### config.mk
export PLATFORM = sky130hd
export DESIGN_NAME = ct_mmu_sysmap_scan_ctrl
export DESIGN_NICKNAME = d
export VERILOG_FILES = /design/src/rtl/ct_mmu_sysmap_pkg.sv /design/src/rtl/ct_mmu_sysmap_cmp.sv /design/src/rtl/ct_mmu_sysmap_scan_ctrl.sv
export SDC_FILE = /design/constraint.sdc
export NUM_CORES = 1
export LEC_CHECK = 0
export ABC_CLOCK_PERIOD_IN_PS = 5100
export BUFFER_PORTS_ARGS = -buffer_cell sky130_fd_sc_hd__buf_2
export CORE_UTILIZATION = 30
export DETAILED_ROUTE_END_ITERATION = 6
export GPL_ROUTABILITY_DRIVEN = 0
export PLACE_DENSITY = 0.45
export SLEW_MARGIN = 20
export SYNTH_ARGS = -nofsm -noshare
export SYNTH_HDL_FRONTEND = slang
export SYNTH_SLANG_ARGS = --single-unit
### constraint.sdc
create_clock -name forever_cpuclk -period 5.1 [get_ports forever_cpuclk]
set_clock_uncertainty 0.2 [all_clocks]
set_input_delay 0.765 -clock forever_cpuclk [delete_from_list [all_inputs] [get_ports forever_cpuclk]]
set_output_delay 0.765 -clock forever_cpuclk [all_outputs]
set_load 0.02 [all_outputs]
### src/rtl/ct_mmu_sysmap_pkg.sv
// Shared types and constants for the MMU sysmap attribute lookup.
package ct_mmu_sysmap_pkg;

  localparam int SYSMAP_REGION_NUM = 8;
  localparam int SYSMAP_ADDR_W     = 28;
  localparam int SYSMAP_ATTR_W     = 5;

  localparam logic [SYSMAP_ATTR_W-1:0] SYSMAP_DFLT_ATTR = 5'b01111;

  typedef enum logic [1:0] {
    IDLE = 2'd0,
    SCAN = 2'd1,
    RESP = 2'd2
  } sysmap_state_t;

endpackage

### src/rtl/ct_mmu_sysmap_cmp.sv
// Shared region comparator: upper-bound magnitude compare combined with the
// lower-bound flag carried over from the previous region.
module ct_mmu_sysmap_cmp
  import ct_mmu_sysmap_pkg::*;
#(
  parameter int ADDR_W = SYSMAP_ADDR_W
) (
  input  logic [ADDR_W-1:0] addr,
  input  logic [ADDR_W-1:0] upaddr,
  input  logic              ge_bottom,
  output logic              ls_top,
  output logic              hit
);

  assign ls_top = addr < upaddr;
  assign hit    = ge_bottom && ls_top;

endmodule

### src/rtl/ct_mmu_sysmap_scan_ctrl.sv
// Sysmap lookup controller: round-robin DTLB/ITLB grant, one region per cycle scan, one-cycle response.
// Optional feature macro MMU_SYSMAP_LAST_HIT_EN adds a one-entry last-result cache that bypasses the scan.
module ct_mmu_sysmap_scan_ctrl
  import ct_mmu_sysmap_pkg::*;
#(
  parameter int REGION_NUM = SYSMAP_REGION_NUM,
  parameter int ADDR_W     = SYSMAP_ADDR_W,
  parameter int ATTR_W     = SYSMAP_ATTR_W
) (
  input  logic              forever_cpuclk,
  input  logic              cpurst,
  input  logic              dtlb_sysmap_req_vld,
  input  logic [ADDR_W-1:0] dtlb_sysmap_req_addr,
  output logic              sysmap_dtlb_req_rdy,
  input  logic              itlb_sysmap_req_vld,
  input  logic [ADDR_W-1:0] itlb_sysmap_req_addr,
  output logic              sysmap_itlb_req_rdy,
  output logic              sysmap_rsp_vld,
  output logic              sysmap_rsp_id,
  output logic [3:0]        sysmap_rsp_region,
  output logic [ATTR_W-1:0] sysmap_rsp_attr,
  input  logic              cp0_sysmap_wen,
  input  logic [2:0]        cp0_sysmap_idx,
  input  logic [ADDR_W-1:0] cp0_sysmap_upaddr,
  input  logic [ATTR_W-1:0] cp0_sysmap_attr
);

  localparam int                IDX_W       = $clog2(REGION_NUM);
  localparam logic [IDX_W-1:0]  LAST_IDX    = IDX_W'(REGION_NUM - 1);
  localparam logic [3:0]        MISS_REGION = 4'(REGION_NUM);
  localparam logic [ATTR_W-1:0] DFLT_ATTR   = ATTR_W'(SYSMAP_DFLT_ATTR);

  logic [ADDR_W-1:0] upaddr_q [REGION_NUM];
  logic [ATTR_W-1:0] attr_q   [REGION_NUM];

  always_ff @(posedge forever_cpuclk) begin
    if (cpurst) begin
      for (int i = 0; i < REGION_NUM; i++) begin
        upaddr_q[i] <= '0;
        attr_q[i]   <= DFLT_ATTR;
      end
    end else if (cp0_sysmap_wen) begin
      upaddr_q[cp0_sysmap_idx] <= cp0_sysmap_upaddr;
      attr_q[cp0_sysmap_idx]   <= cp0_sysmap_attr;
    end
  end

  sysmap_state_t     state, state_nxt;
  logic              rr_ptr;
  logic              in_idle, grant_d, grant_i, accept, acc_id;
  logic [ADDR_W-1:0] acc_addr;
  logic [ADDR_W-1:0] req_addr;
  logic              req_id;
  logic [IDX_W-1:0]  scan_idx;
  logic              ge_prev, ge_bottom, ls_top, hit, scan_last;
  logic              cache_hit;
  logic [3:0]        cache_region;
  logic [ATTR_W-1:0] cache_attr;

  // Pointer only breaks ties; a lone requester always wins.
  assign in_idle  = (state == IDLE) && !cpurst;
  assign grant_d  = in_idle && dtlb_sysmap_req_vld && (!itlb_sysmap_req_vld || !rr_ptr);
  assign grant_i  = in_idle && itlb_sysmap_req_vld && (!dtlb_sysmap_req_vld || rr_ptr);
  assign accept   = grant_d || grant_i;
  assign acc_id   = grant_i;
  assign acc_addr = grant_i ? itlb_sysmap_req_addr : dtlb_sysmap_req_addr;

  assign sysmap_dtlb_req_rdy = grant_d;
  assign sysmap_itlb_req_rdy = grant_i;
  assign sysmap_rsp_vld      = (state == RESP) && !cpurst;

  assign ge_bottom = (scan_idx == '0) ? 1'b1 : ge_prev;
  assign scan_last = (scan_idx == LAST_IDX);

  ct_mmu_sysmap_cmp #(.ADDR_W(ADDR_W)) u_cmp (
    .addr      (req_addr),
    .upaddr    (upaddr_q[scan_idx]),
    .ge_bottom (ge_bottom),
    .ls_top    (ls_top),
    .hit       (hit)
  );

`ifdef MMU_SYSMAP_LAST_HIT_EN
  logic              cache_vld;
  logic [ADDR_W-1:0] cache_addr;

  // A write in the acceptance cycle must be seen, so it also blocks a cache hit.
  assign cache_hit = cache_vld && !cp0_sysmap_wen && (acc_addr == cache_addr);

  always_ff @(posedge forever_cpuclk) begin
    if (cpurst || cp0_sysmap_wen) begin
      cache_vld <= 1'b0;
    end else if (state == RESP) begin
      cache_vld    <= 1'b1;
      cache_addr   <= req_addr;
      cache_region <= sysmap_rsp_region;
      cache_attr   <= sysmap_rsp_attr;
    end
  end
`else
  assign cache_hit    = 1'b0;
  assign cache_region = MISS_REGION;
  assign cache_attr   = DFLT_ATTR;
`endif

  always_comb begin
    state_nxt = state;
    case (state)
      IDLE:    if (accept) state_nxt = cache_hit ? RESP : SCAN;
      SCAN:    if (!cp0_sysmap_wen && (hit || scan_last)) state_nxt = RESP;
      RESP:    state_nxt = IDLE;
      default: state_nxt = IDLE;
    endcase
  end

  always_ff @(posedge forever_cpuclk) begin
    if (cpurst) begin
      state             <= IDLE;
      rr_ptr            <= 1'b0;
      req_addr          <= '0;
      req_id            <= 1'b0;
      scan_idx          <= '0;
      ge_prev           <= 1'b0;
      sysmap_rsp_id     <= 1'b0;
      sysmap_rsp_region <= '0;
      sysmap_rsp_attr   <= '0;
    end else begin
      state <= state_nxt;
      if (accept) begin
        rr_ptr   <= ~rr_ptr;
        req_addr <= acc_addr;
        req_id   <= acc_id;
        scan_idx <= '0;
        if (cache_hit) begin
          sysmap_rsp_id     <= acc_id;
          sysmap_rsp_region <= cache_region;
          sysmap_rsp_attr   <= cache_attr;
        end
      end
      if (state == SCAN) begin
        // A table update mid-scan restarts from region 0 so the result reflects the new table.
        if (cp0_sysmap_wen) begin
          scan_idx <= '0;
        end else begin
          ge_prev  <= !ls_top;
          scan_idx <= scan_idx + IDX_W'(1);
          if (hit) begin
            sysmap_rsp_id     <= req_id;
            sysmap_rsp_region <= 4'(scan_idx);
            sysmap_rsp_attr   <= attr_q[scan_idx];
          end else if (scan_last) begin
            sysmap_rsp_id     <= req_id;
            sysmap_rsp_region <= MISS_REGION;
            sysmap_rsp_attr   <= DFLT_ATTR;
          end
        end
      end
    end
  end

endmodule

Word-level counts from Yosys, hierarchy flattened
Memory sizes are Yosys's and may differ from the RTL's. A register that Yosys moved wholly into a read port is not among the register bits. Index checks and enable logic that the tools add are counted.

Reductions and logical operators: 27. Add/subtract/negate cells: 1. Equal/unequal tests: 5. Magnitude comparators: 1. Muxes and demuxes: 29. Bitwise logic cells: 2.

Operators by type and width (count): 28-bit two-way mux (2); 28-bit less-than comparator (1); 28-bit OR reduction (1); 3-bit two-way mux (9); 5-bit two-way mux (3); 1-bit two-way mux (10); 1-bit logical AND (8); 4-bit two-way mux (2); 1-bit logical NOT (6); 5-bit OR reduction (1); 1-bit logical OR (4); 2-bit two-way mux (2); 2-bit inequality test, second input constant (2); 2-bit one-hot mux with 2 select lines (1); 2-bit AND reduction (2); 2-bit nonzero test (2); 3-bit by 1-bit adder with 3-bit output, second input constant (1); 3-bit == test, second input constant (1); 3-bit logical NOT (1); 3-bit AND reduction (1); 2-bit by 1-bit == test with 1-bit output, second input constant (1); 2-bit == test, second input constant (1); 2-bit logical NOT (1); 1-bit inverter (2).

Output and inout port bits: 13. Register bits: 46. Memories: 2. Input port bits: 97. Logic and storage cells: 76. RAM bits: 264.

Memory list: upaddr_q (words 8, bits a word 28, rd ports 1, clocked after Yosys merged registers in 1, write ports 8, line ct_mmu_sysmap_scan_ctrl.sv:33) `logic [ADDR_W-1:0] upaddr_q [REGION_NUM];`; attr_q (words 8, bits a word 5, rd ports 1, clocked after Yosys merged registers in 1, write ports 8, line ct_mmu_sysmap_scan_ctrl.sv:34) `logic [ATTR_W-1:0] attr_q [REGION_NUM];`.

Depth between registers and ports, before layout
Word-level depth: 9. Gate-level depth with buffers: 13. Mapped depth without buffers: 9.

Modules after synthesis
Synthesis repeated with hierarchy kept, for this count alone.

Cells, all modules: 1011. Area, all modules: 14629.0 sq um.

Modules (own cells, without submodules): ct_mmu_sysmap_scan_ctrl (instances 1, seq. area each 8908.5 sq um, area an instance 13929.6 sq um, cells each 914); ct_mmu_sysmap_cmp (instances 1, seq. area each 0.0 sq um, area an instance 699.4 sq um, cells each 97).

Least setup slack after synthesis
No wires, ideal clock.

Path type: in2reg. From: input port cpurst. To: memory attr_q[5][0] in the netlist's numbering (enable). Path buffers: 1. Stages: 4. Setup time: 469 ps. Setup slack: 750 ps. Data required time: 4431 ps. Arrival: 3681 ps. Cell sequence: inv_1 nand3_1 clkbuf_1 o21ai_0.

RTL lines: from (decl) (line ct_mmu_sysmap_scan_ctrl.sv:11) `input logic cpurst,`; to (decl) (line ct_mmu_sysmap_scan_ctrl.sv:34).

==> load_flow_metrics.sql <==
INSERT INTO impl_metrics (metric_group, metric, value, unit) VALUES
('logic_synthesis', 'yosysWarningCount', '0', ''),
('global_route', 'groute.usage.overall', '16.7', '%'),
('critical_path', 'r2r_setup_slack', '1180', 'ps'),
('clock_tree', 'cts-hold-fix-buffers', '0', ''),
('sta', 'layout_min_cycle_time', '3920', 'ps'),
('critical_path', 'setup.worst_path.end_class', 'flop', ''),
('detailed_routing', 'drt_first_pass_iters', '4', ''),
('detailed_routing', 'detail-route-antenna-nets', '0', ''),
('logic_synthesis', 'synthesis.instances', '982', ''),
('sta', 'finalSetupTns', '0', 'ps'),
('detailed_routing', 'vias_cell', '4.80', ''),
('global_route', 'wire_length_of_the_first_global_routing_pass', '60200', 'um'),
('min_path', 'hold_end', 'sysmap_rsp_id$_SDFFE_PP0P_', ''),
('cells_and_area', 'final_net_count', '1223', ''),
('power', 'power_density', '356', 'nW/um^2'),
('floorplan', 'design.die.area', '48800', 'um^2'),
('sta', 'worst-slew-pin-transition', '997', 'ps'),
('clock_tree', 'clock_path_buffers', '3', ''),
('critical_path', 'cp_max_fo', '31', ''),
('logic_synthesis', 'synth_seq_cells', '313', ''),
('critical_path', 'worst_ep_arrival_time', '4180', 'ps'),
('clock_tree', 'cts.reportedPaths.clkPinSlew', '60', 'ps'),
('run_status', 'outcome', 'complete, no violations', ''),
('power', 'power.leakage', '5.89', 'nW'),
('flow_run', 'max_cap_viol_count', '0', ''),
('sta', 'fmax', '0.255', 'GHz'),
('global_route', 'globalRoute.totalOverflow', '0', ''),
('logic_synthesis', 'synth.cells.most_frequent', '264 x sky130_fd_sc_hd__edfxtp_1, 232 x sky130_fd_sc_hd__and2_1, 65 x sky130_fd_sc_hd__mux4_2, 62 x sky130_fd_sc_hd__mux2i_1', ''),
('placed_design', 'port_buffers', '109', ''),
('logic_synthesis', 'synth_top_area_cell', 'sky130_fd_sc_hd__edfxtp_1', ''),
('critical_path', 'ff2ff_path_depth', '10', ''),
('critical_path', 'rr_endpoint', 'sysmap_rsp_region[0]$_SDFFE_PP0P_', ''),
('global_route', 'grt_max_degree', '58', ''),
('critical_path', 'setup.worst_path.class', 'flop to flop', ''),
('cells_and_area', 'areaGrowthSynthToFinish', '17.8', '%'),
('clock_tree', 'cts_inserted_buffers', '37', ''),
('logic_synthesis', 'yosysSeqAreaShare', '61.9', '%'),
('floorplan', 'rows', '79', ''),
('logic_synthesis', 'netlist.area_leader.share', '55.1', '%'),
('sta', 'slew_viol_final', '0', ''),
('sta', 'layout_worst_path_cycle_share', '76.9', '%'),
('logic_synthesis', 'edff_count_synth', '264', ''),
('detailed_routing', 'drt_wl_total', '40100', 'um'),
('power', 'vdd_ir_drop_max', '186', 'uV'),
('clock_tree', 'buffer_cell_driving_the_clock_tree_root', 'sky130_fd_sc_hd__clkbuf_16', ''),
('sta', 'unrepaired_setup_endpoints_after_global_routing', 'no', ''),
('logic_synthesis', 'synthesized_nets', '1109', ''),
('clock_tree', 'cts-htree-levels', '2', ''),
('clock_tree', 'cts_setup_buffers', '0', ''),
('detailed_routing', 'detail_route.iter0.violations', '599', ''),
('critical_path', 'cp-start-kind', 'flop', ''),
('sta', 'timing_hold_violations_final', '0', ''),
('clock_tree', 'cts_num_sinks', '313', ''),
('min_path', 'holdCritPathClass', 'flop to flop', ''),
('clock_tree', 'post_cts_resize_count', '0', ''),
('logic_synthesis', 'ys_dominant_reg_cell', 'sky130_fd_sc_hd__edfxtp_1', ''),
('global_route', 'grt_antenna_before_repair', '6', ''),
('critical_path', 'worst_ep_required_time', '5360', 'ps'),
('min_path', 'holdPathStages', '2', ''),
('floorplan', 'start_util', '30.6', '%'),
('sta', 'setup_violations', '0', ''),
('logic_synthesis', 'syn_area', '14400', 'um^2'),
('placed_design', 'place.detailed.hpwl', '23800', 'um'),
('logic_synthesis', 'synth_async_sr_flop_share', '0', '%'),
('floorplan', 'chipWidth', '221', 'um'),
('cells_and_area', 'layout-drive-gt1-share', '25.2', '%'),
('cells_and_area', 'fill_cells', '4466', ''),
('floorplan', 'coreArea', '47000', 'um^2'),
('clock_tree', 'cts_tree', 'yes', ''),
('cells_and_area', 'diodes', '0', ''),
('min_path', 'hold_path_startpoint', 'sysmap_rsp_id$_SDFFE_PP0P_', '');
## metrics by stage
stage          std cells  instance area (um^2)  utilization (%)  setup WS [ps]  total power [mW]
2_1_floorplan        982                 14400                -            750              3.34
3_3_place_gp        1664                 15800             33.7           1120              3.59
3_5_place_dp        1664                 15800             33.7           1120              3.59
4_1_cts             1727                 16900             36.1           1070              6.11
5_1_grt             1727                 16900             36.1            847              6.26
6_report            1727                 16900             36.1           1180              6.03
## sequential cells by signal, summed over array words and instances, names as in the netlist, named ones only
name / flops
sysmap_rsp_attr: 5
sysmap_rsp_region: 4
sysmap_rsp_id: 1
attr_q: 40
ge_prev: 1
rr_ptr: 1
scan_idx: 3
upaddr_q: 224
req_addr: 28
state: 2
req_id: 1
## worst max path at each step
stage	to	slack (ps)	cells after the start
after floorplan	attr_q[5][0]$_SDFFCE_PN1P_	750	4
after global placement	sysmap_rsp_id$_SDFFE_PP0P_	1120	12
after detailed placement	sysmap_rsp_region[1]$_SDFFE_PP0P_	1120	10
after CTS	sysmap_rsp_region[0]$_SDFFE_PP0P_	1070	10
after global routing	sysmap_rsp_id$_SDFFE_PP0P_	850	11
final	sysmap_rsp_region[0]$_SDFFE_PP0P_	1180	10
## per-layer routing
metal  global-route usage [%]  share of wire [%]  vias to the layer above
li1                         -                  -                     3902
met1                     22.6                 46                     4143
met2                     27.6                 47                      174
met3                     3.20                4.5                       62
met4                     4.38                2.1                       10
met5                        0               0.15                        -
## layout by cell type (no fill, tap or decap), types with 26 or more instances in the layout
cell type,instances
sky130_fd_sc_hd__clkbuf_16,37
sky130_fd_sc_hd__and2_1,232
sky130_fd_sc_hd__nor2_1,38
sky130_fd_sc_hd__buf_4,26
sky130_fd_sc_hd__ha_1,30
sky130_fd_sc_hd__edfxtp_1,264
sky130_fd_sc_hd__mux2i_1,62
sky130_fd_sc_hd__buf_2,109
sky130_fd_sc_hd__mux4_2,65
sky130_fd_sc_hd__a211oi_1,30
sky130_fd_sc_hd__dfxtp_1,46
## layout make-up
cell class	count	area [um^2]	share of cell area (%)
Timing Repair Buffer	139	821	4.84
Sequential cell	313	8920	52.6
Multi-Input combinational cell	591	5290	31.2
Tap cell	607	759	4.48
Clock inverter	17	150	0.886
Clock buffer	46	960	5.66
Inverter	14	52.6	0.310
## cells by family (layout without fill, tap and decap cells)
kind of cell | after synthesis | count (layout) | share of synthesized area, %
compound gates | 81 | 81 | 4.23
xor+xnor | 1 | 1 | 0.0609
fa+ha+maj | 30 | 30 | 2.61
buf+inv | 78 | 216 | 2.19
flops | 313 | 313 | 61.9
mux | 129 | 129 | 14.6
simple gates | 350 | 350 | 14.3
## critical path: stages (launching register included)
cell and delay, ps:
sky130_fd_sc_hd__dfxtp_4 680, sky130_fd_sc_hd__buf_4 380, sky130_fd_sc_hd__mux4_2 340, sky130_fd_sc_hd__mux2i_1 190, sky130_fd_sc_hd__ha_1 280, sky130_fd_sc_hd__a2111oi_0 440
sky130_fd_sc_hd__o31ai_1 150, sky130_fd_sc_hd__o311ai_2 300, sky130_fd_sc_hd__o21ai_2 130, sky130_fd_sc_hd__nor3_4 500, sky130_fd_sc_hd__a32o_1 250
## power by group
group / total [mW] / switching [mW] / internal [mW]
clock network: 2.51 / 1.03 / 1.48
logic: 0.515 / 0.299 / 0.216
registers: 3.01 / 0.0720 / 2.94
total: 6.03 / 1.40 / 4.63
(Power assumes the default switching activity.)
